### config.mk
export PLATFORM = sky130hd
export DESIGN_NAME = plot_sink
export DESIGN_NICKNAME = d
export VERILOG_FILES = /design/src/rtl/plot_sink_pkg.sv /design/src/rtl/sync_fifo.sv /design/src/rtl/plot_sink.sv
export SDC_FILE = /design/constraint.sdc
export NUM_CORES = 1
export LEC_CHECK = 0
export CORE_ASPECT_RATIO = 1.5
export CORE_MARGIN = 8
export CORE_UTILIZATION = 60
export CTS_CLUSTER_DIAMETER = 200
export DETAILED_ROUTE_END_ITERATION = 7
export GPL_ROUTABILITY_DRIVEN = 0
export MAX_ROUTING_LAYER = met4
export PLACE_DENSITY = 0.91
export SETUP_SLACK_MARGIN = 0.4
export SLEW_MARGIN = 20
export SYNTH_ARGS = -nofsm -noshare
export SYNTH_HDL_FRONTEND = slang
export SYNTH_SLANG_ARGS = --single-unit
export TNS_END_PERCENT = 100
### constraint.sdc
create_clock -name clk -period 3 [get_ports clk]
set_input_delay 0.3 -clock clk [delete_from_list [all_inputs] [get_ports clk]]
set_output_delay 0.3 -clock clk [all_outputs]
set_load 0.02 [all_outputs]
### src/rtl/plot_sink_pkg.sv
// Shared types and constants for the pixel-plot sink: screen geometry,
// FIFO entry layout and drain FSM states.
package plot_sink_pkg;
  localparam int SCREEN_W = 160;
  localparam int SCREEN_H = 120;
  localparam int FB_AW    = 15;

  typedef struct packed {
    logic [FB_AW-1:0] addr;
    logic [2:0]       colour;
  } pixel_entry_t;

  typedef enum logic {S_IDLE, S_WRITE} drain_state_t;

  // y*160+x built from shifts so it maps to adders, not a multiplier
  function automatic logic [FB_AW-1:0] plot_addr(input logic [7:0] x, input logic [6:0] y);
    logic [FB_AW-1:0] yw;
    yw = {8'd0, y};
    return (yw << 7) + (yw << 5) + {7'd0, x};
  endfunction
endpackage

### src/rtl/sync_fifo.sv
// Single-clock FIFO with registered full/empty derived from an occupancy count.
module sync_fifo #(
  parameter int WIDTH = 18,
  parameter int DEPTH = 16
) (
  input  logic             clk,
  input  logic             reset,
  input  logic             push,
  input  logic             pop,
  input  logic [WIDTH-1:0] wdata,
  output logic [WIDTH-1:0] rdata,
  output logic             full,
  output logic             empty
);
  localparam int AW = $clog2(DEPTH);
  localparam logic [AW:0] FULL_CNT = (AW+1)'(DEPTH);

  logic [WIDTH-1:0] mem [DEPTH];
  logic [AW-1:0]    wr_ptr_q, wr_ptr_d, rd_ptr_q, rd_ptr_d;
  logic [AW:0]      count_q, count_d;
  logic             full_q, full_d, empty_q, empty_d;
  logic             do_push, do_pop;

  always_comb begin
    // a push while full is refused even if a pop frees a slot this cycle
    do_push  = push && !full_q;
    do_pop   = pop && !empty_q;
    wr_ptr_d = wr_ptr_q;
    rd_ptr_d = rd_ptr_q;
    count_d  = count_q;
    if (do_push) wr_ptr_d = wr_ptr_q + AW'(1);
    if (do_pop)  rd_ptr_d = rd_ptr_q + AW'(1);
    if (do_push && !do_pop)      count_d = count_q + (AW+1)'(1);
    else if (!do_push && do_pop) count_d = count_q - (AW+1)'(1);
    full_d  = (count_d == FULL_CNT);
    empty_d = (count_d == '0);
  end

  always_ff @(posedge clk) begin
    if (reset) begin
      wr_ptr_q <= '0;
      rd_ptr_q <= '0;
      count_q  <= '0;
      full_q   <= 1'b0;
      empty_q  <= 1'b1;
    end else begin
      wr_ptr_q <= wr_ptr_d;
      rd_ptr_q <= rd_ptr_d;
      count_q  <= count_d;
      full_q   <= full_d;
      empty_q  <= empty_d;
    end
  end

  always_ff @(posedge clk) begin
    if (do_push) mem[wr_ptr_q] <= wdata;
  end

  assign rdata = mem[rd_ptr_q];
  assign full  = full_q;
  assign empty = empty_q;
endmodule

### src/rtl/plot_sink.sv
// Receives plot strobes, clips off-screen pixels, buffers the rest and
// drains them to a framebuffer write port that may stall via fb_ready.
module plot_sink
  import plot_sink_pkg::*;
#(
  parameter int FIFO_DEPTH = 16,
  parameter int X_MAX      = 160,
  parameter int Y_MAX      = 120
) (
  input  logic        clk,
  input  logic        reset,
  input  logic [7:0]  vga_x,
  input  logic [6:0]  vga_y,
  input  logic [2:0]  vga_colour,
  input  logic        vga_plot,
  output logic        full,
  output logic        empty,
  output logic        overflow,
  output logic [14:0] fb_addr,
  output logic [2:0]  fb_data,
  output logic        fb_we,
  input  logic        fb_ready,
  output logic [15:0] pixel_count,
  output logic [15:0] clip_count
);
  drain_state_t state_q, state_d;
  pixel_entry_t push_entry, head;
  logic         clipped, push, pop;
  logic         overflow_q, overflow_d, fb_we_q, fb_we_d;
  logic [14:0]  fb_addr_q, fb_addr_d;
  logic [2:0]   fb_data_q, fb_data_d;
  logic [15:0]  pixel_count_q, pixel_count_d, clip_count_q, clip_count_d;

  sync_fifo #(.WIDTH($bits(pixel_entry_t)), .DEPTH(FIFO_DEPTH)) u_fifo (
    .clk   (clk),
    .reset (reset),
    .push  (push),
    .pop   (pop),
    .wdata (push_entry),
    .rdata (head),
    .full  (full),
    .empty (empty)
  );

  // clip before the full check so off-screen pixels never raise overflow
  always_comb begin
    clipped           = vga_plot && (int'(vga_x) >= X_MAX || int'(vga_y) >= Y_MAX);
    push              = vga_plot && !clipped && !full;
    push_entry.addr   = plot_addr(vga_x, vga_y);
    push_entry.colour = vga_colour;
    overflow_d        = overflow_q || (vga_plot && !clipped && full);
    clip_count_d      = clip_count_q;
    if (clipped && clip_count_q != 16'hFFFF) clip_count_d = clip_count_q + 16'd1;
  end

  always_comb begin
    state_d       = state_q;
    fb_we_d       = fb_we_q;
    fb_addr_d     = fb_addr_q;
    fb_data_d     = fb_data_q;
    pixel_count_d = pixel_count_q;
    pop           = 1'b0;
    case (state_q)
      S_IDLE: begin
        if (!empty) begin
          fb_addr_d = head.addr;
          fb_data_d = head.colour;
          pop       = 1'b1;
          fb_we_d   = 1'b1;
          state_d   = S_WRITE;
        end
      end
      S_WRITE: begin
        if (fb_ready) begin
          if (pixel_count_q != 16'hFFFF) pixel_count_d = pixel_count_q + 16'd1;
          if (!empty) begin
            fb_addr_d = head.addr;
            fb_data_d = head.colour;
            pop       = 1'b1;
          end else begin
            fb_we_d = 1'b0;
            state_d = S_IDLE;
          end
        end
      end
      default: state_d = S_IDLE;
    endcase
  end

  always_ff @(posedge clk) begin
    if (reset) begin
      state_q       <= S_IDLE;
      fb_we_q       <= 1'b0;
      fb_addr_q     <= '0;
      fb_data_q     <= '0;
      overflow_q    <= 1'b0;
      pixel_count_q <= '0;
      clip_count_q  <= '0;
    end else begin
      state_q       <= state_d;
      fb_we_q       <= fb_we_d;
      fb_addr_q     <= fb_addr_d;
      fb_data_q     <= fb_data_d;
      overflow_q    <= overflow_d;
      pixel_count_q <= pixel_count_d;
      clip_count_q  <= clip_count_d;
    end
  end

  assign overflow    = overflow_q;
  assign fb_we       = fb_we_q;
  assign fb_addr     = fb_addr_q;
  assign fb_data     = fb_data_q;
  assign pixel_count = pixel_count_q;
  assign clip_count  = clip_count_q;
endmodule

# Word level (Yosys, flattened, before mapping)
# Memory sizes are Yosys's and may differ from the RTL's. A register that Yosys moved wholly into a read port is not among the register bits.
# Cells that the tools add are included.
[classes]
div_mod_pow = 0
n_shift = 0
n_reduce_logical = 19
n_mul = 0
eq_ne = 6
n_mux = 21
bitwise_logic = 1
n_lt_le_gt_ge = 2
addsub = 8
[op_table]
columns = ["op", "count"]
rows = [
  ["adder 16 x 1 -> 16 bit, second input constant", 2],
  ["!= test 16 bit, second input constant", 2],
  ["two-way mux 15 bit", 2],
  ["one-hot mux 15 bit (2 select lines)", 1],
  ["adder 14 x 12 -> 15 bit", 1],
  ["adder 15 x 8 -> 15 bit", 1],
  ["two-way mux 5 bit", 2],
  ["logical AND 1 bit", 9],
  ["adder 4 x 1 -> 4 bit, second input constant", 2],
  [">= comparator 8 bit, second input constant", 1],
  ["two-way mux 1 bit", 8],
  ["two-way mux 4 bit", 2],
  [">= comparator 7 bit, second input constant", 1],
  ["two-way mux 3 bit", 2],
  ["one-hot mux 1 bit (2 select lines)", 3],
  ["one-hot mux 3 bit (2 select lines)", 1],
  ["AND reduction 3 bit", 2],
  ["adder 5 x 1 -> 5 bit, second input constant", 1],
  ["== test 5 bit, second input constant", 1],
  ["logical NOT 1 bit", 5],
  ["logical NOT 5 bit", 1],
  ["subtractor 5 x 1 -> 5 bit, second input constant", 1],
  ["!= test 2 bit, second input constant", 2],
  ["logical OR 1 bit", 2],
  ["other kinds (2)", 2],
]
[totals]
memories = 1
romBits = 0
latchBits = 0
ramBits = 288
out_inout_bits = 54
input_bits = 22
ff_bits = 68
wordCells = 70
[memory_table]
columns = ["memory", "depth", "word_bits", "read_ports", "rd_ports_with_merged_regs", "write_ports", "line_no", "source"]
rows = [
  ["u_fifo.mem", 16, 18, 1, 1, 1, "sync_fifo.sv:18", "logic [WIDTH-1:0] mem [DEPTH];"],
]

# Depth between registers and ports, before layout
# Gate-level depths: netlist of run 1.
[depth]
depth_word = 12
depth_mapped = 10
ltp_nobuf = 10

# Cells and area by module
# From an unflattened synthesis of run 1, not the netlist that was laid out.
[hier_totals]
cells_unflattened = 876
area_unflattened_um2 = 14995.6
[by_module_without_submodules]
columns = ["mod", "cells_each", "seq_area_each_um2", "area_per_inst_um2", "n_inst"]
rows = [
  ["sync_fifo", 517, 9028.7, 11971.5, 1],
  ["plot_sink", 359, 1061.0, 3024.2, 1],
]

# Worst setup path before layout of run 1
# OpenSTA, ideal clock, no wires.
[synth_path]
path_kind = "input to register"
startpoint = "input vga_x[6]"
endpoint = "memory u_fifo.mem[3][0] (enable)"
t_arrival_ns = 2.315
required_time_ns = 2.584
slack_ns = 0.269
setup_ns = 0.416
n_path_buf = 1
stages = 5
path_cell_list = "o21ai_1 and4b_1 buf_2 nand2_1 nor3_1"
[synth_via]
elab_chain_cells = 9
[synth_rtl]
columns = ["element", "line_no", "source"]
rows = [
  ["start, declared", "plot_sink.sv:12", "input logic [7:0] vga_x,"],
  [">= comparator 8 bit", "plot_sink.sv:47", "clipped = vga_plot && (int'(vga_x) >= X_MAX || int'(vga_y) >= Y_MAX);"],
  ["logical OR 1 bit", "plot_sink.sv:47", ""],
  ["logical AND 1 bit", "plot_sink.sv:47", ""],
  ["logical NOT 1 bit", "plot_sink.sv:48", "push = vga_plot && !clipped && !full;"],
  ["logical AND 1 bit (2 in series)", "plot_sink.sv:48", ""],
  ["logical AND 1 bit", "sync_fifo.sv:26", "do_push = push && !full_q;"],
  ["two-way mux 1 bit", "sync_fifo.sv:56", "if (do_push) mem[wr_ptr_q] <= wdata;"],
  ["two-way mux 1 bit (not written as such)", "sync_fifo.sv:56", ""],
  ["end, declared", "sync_fifo.sv:18", ""],
]
# Every way passes these cells.

# Worst setup path after layout of run 1
[layout_path]
startpoint = "input vga_y[6]"
endpoint = "memory u_fifo.mem[11][8] (enable)"
[layout_via]
elab_chain_cells = 9
[layout_rtl]
columns = ["element", "line_no", "source"]
rows = [
  ["start, declared", "plot_sink.sv:13", "input logic [6:0] vga_y,"],
  [">= comparator 7 bit", "plot_sink.sv:47", ""],
  ["logical OR 1 bit", "plot_sink.sv:47", ""],
  ["logical AND 1 bit", "plot_sink.sv:47", ""],
  ["logical NOT 1 bit", "plot_sink.sv:48", ""],
  ["logical AND 1 bit (2 in series)", "plot_sink.sv:48", ""],
  ["logical AND 1 bit", "sync_fifo.sv:26", ""],
  ["two-way mux 1 bit", "sync_fifo.sv:56", ""],
  ["two-way mux 1 bit (not written as such)", "sync_fifo.sv:56", ""],
]
# Every way passes these cells.

==> results of run 1 <==
[worst max-delay path: cells and delay by family]
kind	cells	cell delay (ns)
buf+inv	2	1.00
simple gates	4	1.47
[per-layer routing]
layer  routed length (um)  GRT usage [%]
met1                11900           27.4
met2                16900           39.2
met3                 2650           3.01
met4                 1470           11.2
met5                    0              -
[power by group]
part / switching [mW] / total, mW / leakage, nW / internal, mW
registers: 0.219 / 5.93 / 3.19 / 5.71
logic: 1.27 / 2.51 / 2.01 / 1.23
clock network: 1.72 / 3.95 / 0.484 / 2.23
total: 3.22 / 12.4 / 5.68 / 9.18
[layout by cell type (no fill, tap or decap), types with 3 or more instances in the layout]
master | synthesis | final
clkdlybuf4s50_1 | 0 | 72
nor3_2 | 0 | 3
and3_1 | 8 | 8
xor2_1 | 28 | 28
clkbuf_16 | 0 | 31
inv_1 | 17 | 16
xnor2_1 | 14 | 11
bufinv_16 | 0 | 4
nor2_1 | 65 | 51
a21oi_1 | 23 | 22
clkbuf_1 | 5 | 4
clkinv_2 | 0 | 6
ha_1 | 22 | 22
nand2b_1 | 4 | 4
mux4_1 | 31 | 31
mux4_2 | 59 | 59
dfxtp_1 | 72 | 70
nor3_1 | 9 | 5
nand4_1 | 13 | 13
and4_1 | 5 | 5
nor2_2 | 0 | 13
edfxtp_1 | 288 | 288
buf_4 | 6 | 39
clkinv_1 | 0 | 5
nand3_1 | 16 | 16
nand2_1 | 64 | 64
buf_12 | 0 | 11
[registers in the layout (all words and copies together) (netlist names), named ones only]
register and flops:
clip_count 16, fb_addr 15, fb_data 3, fb_we 1, overflow 1, pixel_count 16
state_q 1, u_fifo.count_q 5, u_fifo.empty 1, u_fifo.full 1, u_fifo.mem 288, u_fifo.rd_ptr_q 4
u_fifo.wr_ptr_q 4
[final timing paths]
| path | end | start |
|---|---|---|
| max | u_fifo.mem[11][8]$_DFFE_PP_ | vga_y[6] |
| min reg2reg | fb_data[2]$_SDFFE_PP0P_ | fb_data[2]$_SDFFE_PP0P_ |
| min | clip_count[12]$_SDFFE_PP0P_ | reset |
| max reg2reg | fb_addr[6]$_SDFFE_PP0P_ | register |
[cell type report]
cell class              count  area (sq um)
clock inverters            20           204
fillers                  1334          6690
inverters                  17          63.8
repair buffers            126          1270
clock buffers              35           791
multi-input cells         401          4230
well taps                 319           399
flip-flops and latches    360         10100
[metrics by stage]
stage / cells / area (sq um) / setup slack (ns) / util [%]
2_1_floorplan: 815 / 14500 / 0.301 / -
3_3_place_gp: 1218 / 15900 / -0.230 / 67.0
3_5_place_dp: 1218 / 15900 / -0.322 / 67.0
4_1_cts: 1278 / 17000 / 0.392 / 71.7
5_1_grt: 1278 / 17100 / 0.359 / 71.8
6_report: 1278 / 17100 / 0.432 / 71.8
[logic make-up after synthesis]
family / synth area share [%]
AO/OA/AOI/OAI: 2.20
buffers and inverters: 2.45
adder cells (fa/ha/maj): 2.17
AND/OR/NAND/NOR: 6.14
flip-flops: 69.6
XOR/XNOR: 2.54
multiplexers: 14.9
[repair_timing]
action / 4_1_cts / 5_1_grt
hold endpoints to repair: 0 / 0
setup endpoints to repair: 64 / 80
cloned: 1 / 0
pin swaps: 7 / 7
resized for setup: 14 / 9
buffers inserted: 4 / 0
==> results.cfg, run 1 <==
[outcome]
status = complete, no violations

[min_path]
hold_class = in2reg
hold_path_depth = 2

[clocking]
ctsHoldBuffers = 0
clkLatencyLatePin_ns = 0.55
path_clk_slew_ns = 0.07
numCtsBuffers = 30
cts.sinks = 360
cts_tree = yes
root_buffer = clkbuf_16
htree_levels = 1
cts_buffer_depth = 3

[logic_synthesis]
yosysMostFrequentCell = edfxtp_1
yosysUniqueCellTypes = 52
yosys_warnings = 0
synth_cells = 815
async_reset_ff_share_pct = 0
synth_top_area_share_pct = 59.6
yosys-top-cells-area = edfxtp_1, dfxtp_1, mux4_2, mux4_1, ha_1
ys_seq_area_share_pct = 69.6
synth-seq-cells = 360
syn_nets = 861
synth_top_area_cell = edfxtp_1
synth_flop_cell = edfxtp_1
synth-edff-count = 288
synth.top_cells.by_count = edfxtp_1, dfxtp_1, nor2_1
syn_avg_cell_area_sq_um = 17.8
syn_area_sq_mm = 0.0145

[routing]
drc_errors = 0
wirelength_um = 32900
drt_pass1_iterations = 5
wl_per_cell_um = 25.7
ant_nets = 0
vias_per_cell = 6.30
drt_first_iter_violations = 762
via_count = 8046

[floorplan]
fp.dieArea_sq_mm = 0.0295
row_count = 69
coreArea_sq_mm = 0.0237
die_height_um = 206
die_w_um = 143
start_util_pct = 61.1
io_pins = 76

[job]
cap_viol_max_count = 0

[worst_setup_path]
reg2reg_slack_ns = 0.63
cp_data_required_time_ns = 3.23
cp-start-kind = input port
reg2regPathDepth = 5
crit_arrival_ns = 2.80
cp_slowest_cell = clkdlybuf4s50_1
path_cells = clkdlybuf4s50_1, nand4_1, and4b_1, nand2_1, nor2_2, buf_4
crit_fanout = 11
critPathMaxStageDelay_ns = 0.70
worstSetupPathType = in2reg
crit_path_end_kind = register

[power_and_ir_drop]
fin_total_pwr_mw = 12.4
leakagePower_nw = 5.68
irDropWorstVdd_v = 0.000560
power.density_mw_per_mm2 = 727

[timing]
worstMarginPinSlew_ns = 0.713
period_needed_ns = 2.57
setup_viol = 0
fmax_mhz = 389
finalHoldViolations = 0
fin_crit_sh_pct = 85.6
fin_skew_ns = 0.0138
slew_viol_final = 0
rsz0062_at_grt = true
holdWs_ns = 0.287
fin_setup_tns_ns = 0
slew_headroom_pct = 52.5

[global_route]
first_global_vias = 8242
grt_overflow_total = 0
track_usage_pct = 23.3
grt_pass1_wl_um = 49300
grt_max_degree = 32
antenna_found_initial = 0

[layout]
final_nets = 982
n_antenna_cell = 0
drive_above_1_share_pct = 20.2
area_growth_syn_to_layout_pct = 17.6

[placement]
portBuffers = 75
hpwl_um = 19200
No activity file was read; power rests on OpenSTA's default activity.
==> run 2, diff against run 1 <==
- CTS_CLUSTER_DIAMETER: 200 -> 50
==> results.cfg, run 2 (same netlist as run 1, synthesis figures left out) <==
[layout]
drive_above_1_share_pct = 20.2
final_nets = 984
layout_commonest_cell = edfxtp_1
fillers = 1323
layout_common_cells = edfxtp_1, clkdlybuf4s50_1, dfxtp_1
n_antenna_cell = 0
top_register = u_fifo.mem
fin_util_pct = 72.3
area_growth_syn_to_layout_pct = 18.3
stdcell_count = 1281
multi_input_area_sq_mm = 0.00418
largest_register_ffs = 288
seqCellArea_sq_mm = 0.0101

[clocking]
path_clk_slew_ns = 0.07
clkLatencyLatePin_ns = 0.56
cts_buffer_depth = 3
htree_levels = 1
root_buffer = clkbuf_16
cts_tree = yes
numCtsBuffers = 30
cts.sinks = 360

[timing]
rsz0062_at_grt = false
slew_viol_final = 0
period_needed_ns = 2.50
holdWs_ns = 0.277
worstMarginPinSlew_ns = 1.12
fmax_mhz = 400
slew_headroom_pct = 24.7
fin_skew_ns = 0.0134
setup_viol = 0
finalHoldViolations = 0
fin_crit_sh_pct = 83.4

[routing]
drt_pass1_iterations = 5
vias_per_cell = 6.36
drt_first_iter_violations = 799
wl_per_cell_um = 26.8
via_count = 8142
drc_errors = 0
wirelength_um = 34300
ant_nets = 0

[global_route]
track_usage_pct = 24.5
first_global_vias = 8421
grt_overflow_total = 0
grt_max_degree = 32
antenna_found_initial = 0
grt_pass1_wl_um = 51300

[floorplan]
row_count = 69
io_pins = 76
die_height_um = 206
die_w_um = 143
fp.dieArea_sq_mm = 0.0295
coreArea_sq_mm = 0.0237
start_util_pct = 61.1

[worst_setup_path]
crit_path_end_kind = register
reg2regPathDepth = 5
crit_fanout = 8
worstSetupPathType = in2reg
crit_arrival_ns = 2.81
cp_data_required_time_ns = 3.31
reg2reg_to = fb_addr[8]$_SDFFE_PP0P_
critPathCapture = u_fifo.mem[14][16]$_DFFE_PP_
startpoint = vga_y[2]
cp-start-kind = input port
reg2reg_slack_ns = 0.64

[power_and_ir_drop]
fin_total_pwr_mw = 12.8
irDropWorstVdd_v = 0.000563
leakagePower_nw = 5.73
power.density_mw_per_mm2 = 746

[outcome]
status = complete, no violations

[job]
cap_viol_max_count = 0

[min_path]
hold_class = in2reg

[placement]
portBuffers = 75
hpwl_um = 19200
dp.cells = 1218
[run 2: cell types whose count changed in the layout (fill, tap and decap cells not counted), moves of 2 or more]
cell            before  now
clkinv_1             5    3
dlygate4sd2_1        0    3
dlymetal6s2s_1       2    0
bufinv_16            4    8
buf_4               39   41
xnor2_4              2    0
clkbuf_1             4    6
[run 2: power by group]
part / leakage [nW] / switching [mW] / internal (mW)
Combinational: 2.01 / 1.29 / 1.25
Sequential: 3.19 / 0.229 / 5.71
Clock: 0.531 / 1.73 / 2.58
[run 2: routing by layer]
metal / part of all wire [%] / vias to the layer above / track usage, %
li1: - / 3434 / -
met3: 8.2 / 119 / 3.77
met2: 50 / 474 / 40.6
met1: 36 / 4115 / 28.3
met4: 5.5 / 0 / 13.3
met5: 0 / - / -
[run 2: worst max-delay path: stages]
cell,delay (ns)
dlygate4sd2_1,0.23
inv_2,0.05
fa_1,0.56
inv_1,0.05
ha_1,0.28
a21o_1,0.19
a21oi_2,0.16
o21ai_2,0.10
o41ai_4,0.43
xnor2_2,0.16
bufbuf_16,0.29
[run 2: layout make-up]
cell class | count | share of cell area (%)
flip-flops and latches | 360 | 58.8
multi-input cells | 400 | 24.4
repair buffers | 129 | 7.71
clock buffers | 37 | 4.65
well taps | 319 | 2.33
clock inverters | 19 | 1.72
inverters | 17 | 0.372
[run 2: worst min path at each step]
stage	start	cells past startpoint	slack (ns)	to
floorplan	vga_colour[0]	0	0.40	u_fifo.mem[0][0]$_DFFE_PP_
global placement	fb_addr[12]$_SDFFE_PP0P_	2	0.45	fb_addr[12]$_SDFFE_PP0P_
detailed placement	fb_addr[5]$_SDFFE_PP0P_	2	0.45	fb_addr[5]$_SDFFE_PP0P_
CTS	reset	2	0.27	register
global route	reset	2	0.29	u_fifo.count_q[4]$_SDFF_PP0_
finish	reset	2	0.28	clip_count[12]$_SDFFE_PP0P_
[run 2: repair_timing]
action                     in CTS  in global routing
gates resized for setup        15                  2
buffers inserted                6                  0
setup endpoints to repair      64                 16
pin swaps                       8                  1
hold buffers                    0                  0
gates cloned                    1                  0
[run 2: metrics by stage]
stage               setup TNS (ns)  area (sq um)  setup WS (ns)
finish                           0         17200          0.499
global route                     0         17200          0.431
CTS                              0         17100          0.540
detailed placement          -23.73         15900         -0.322
global placement            -10.54         15900         -0.230
floorplan                        0         14500          0.301
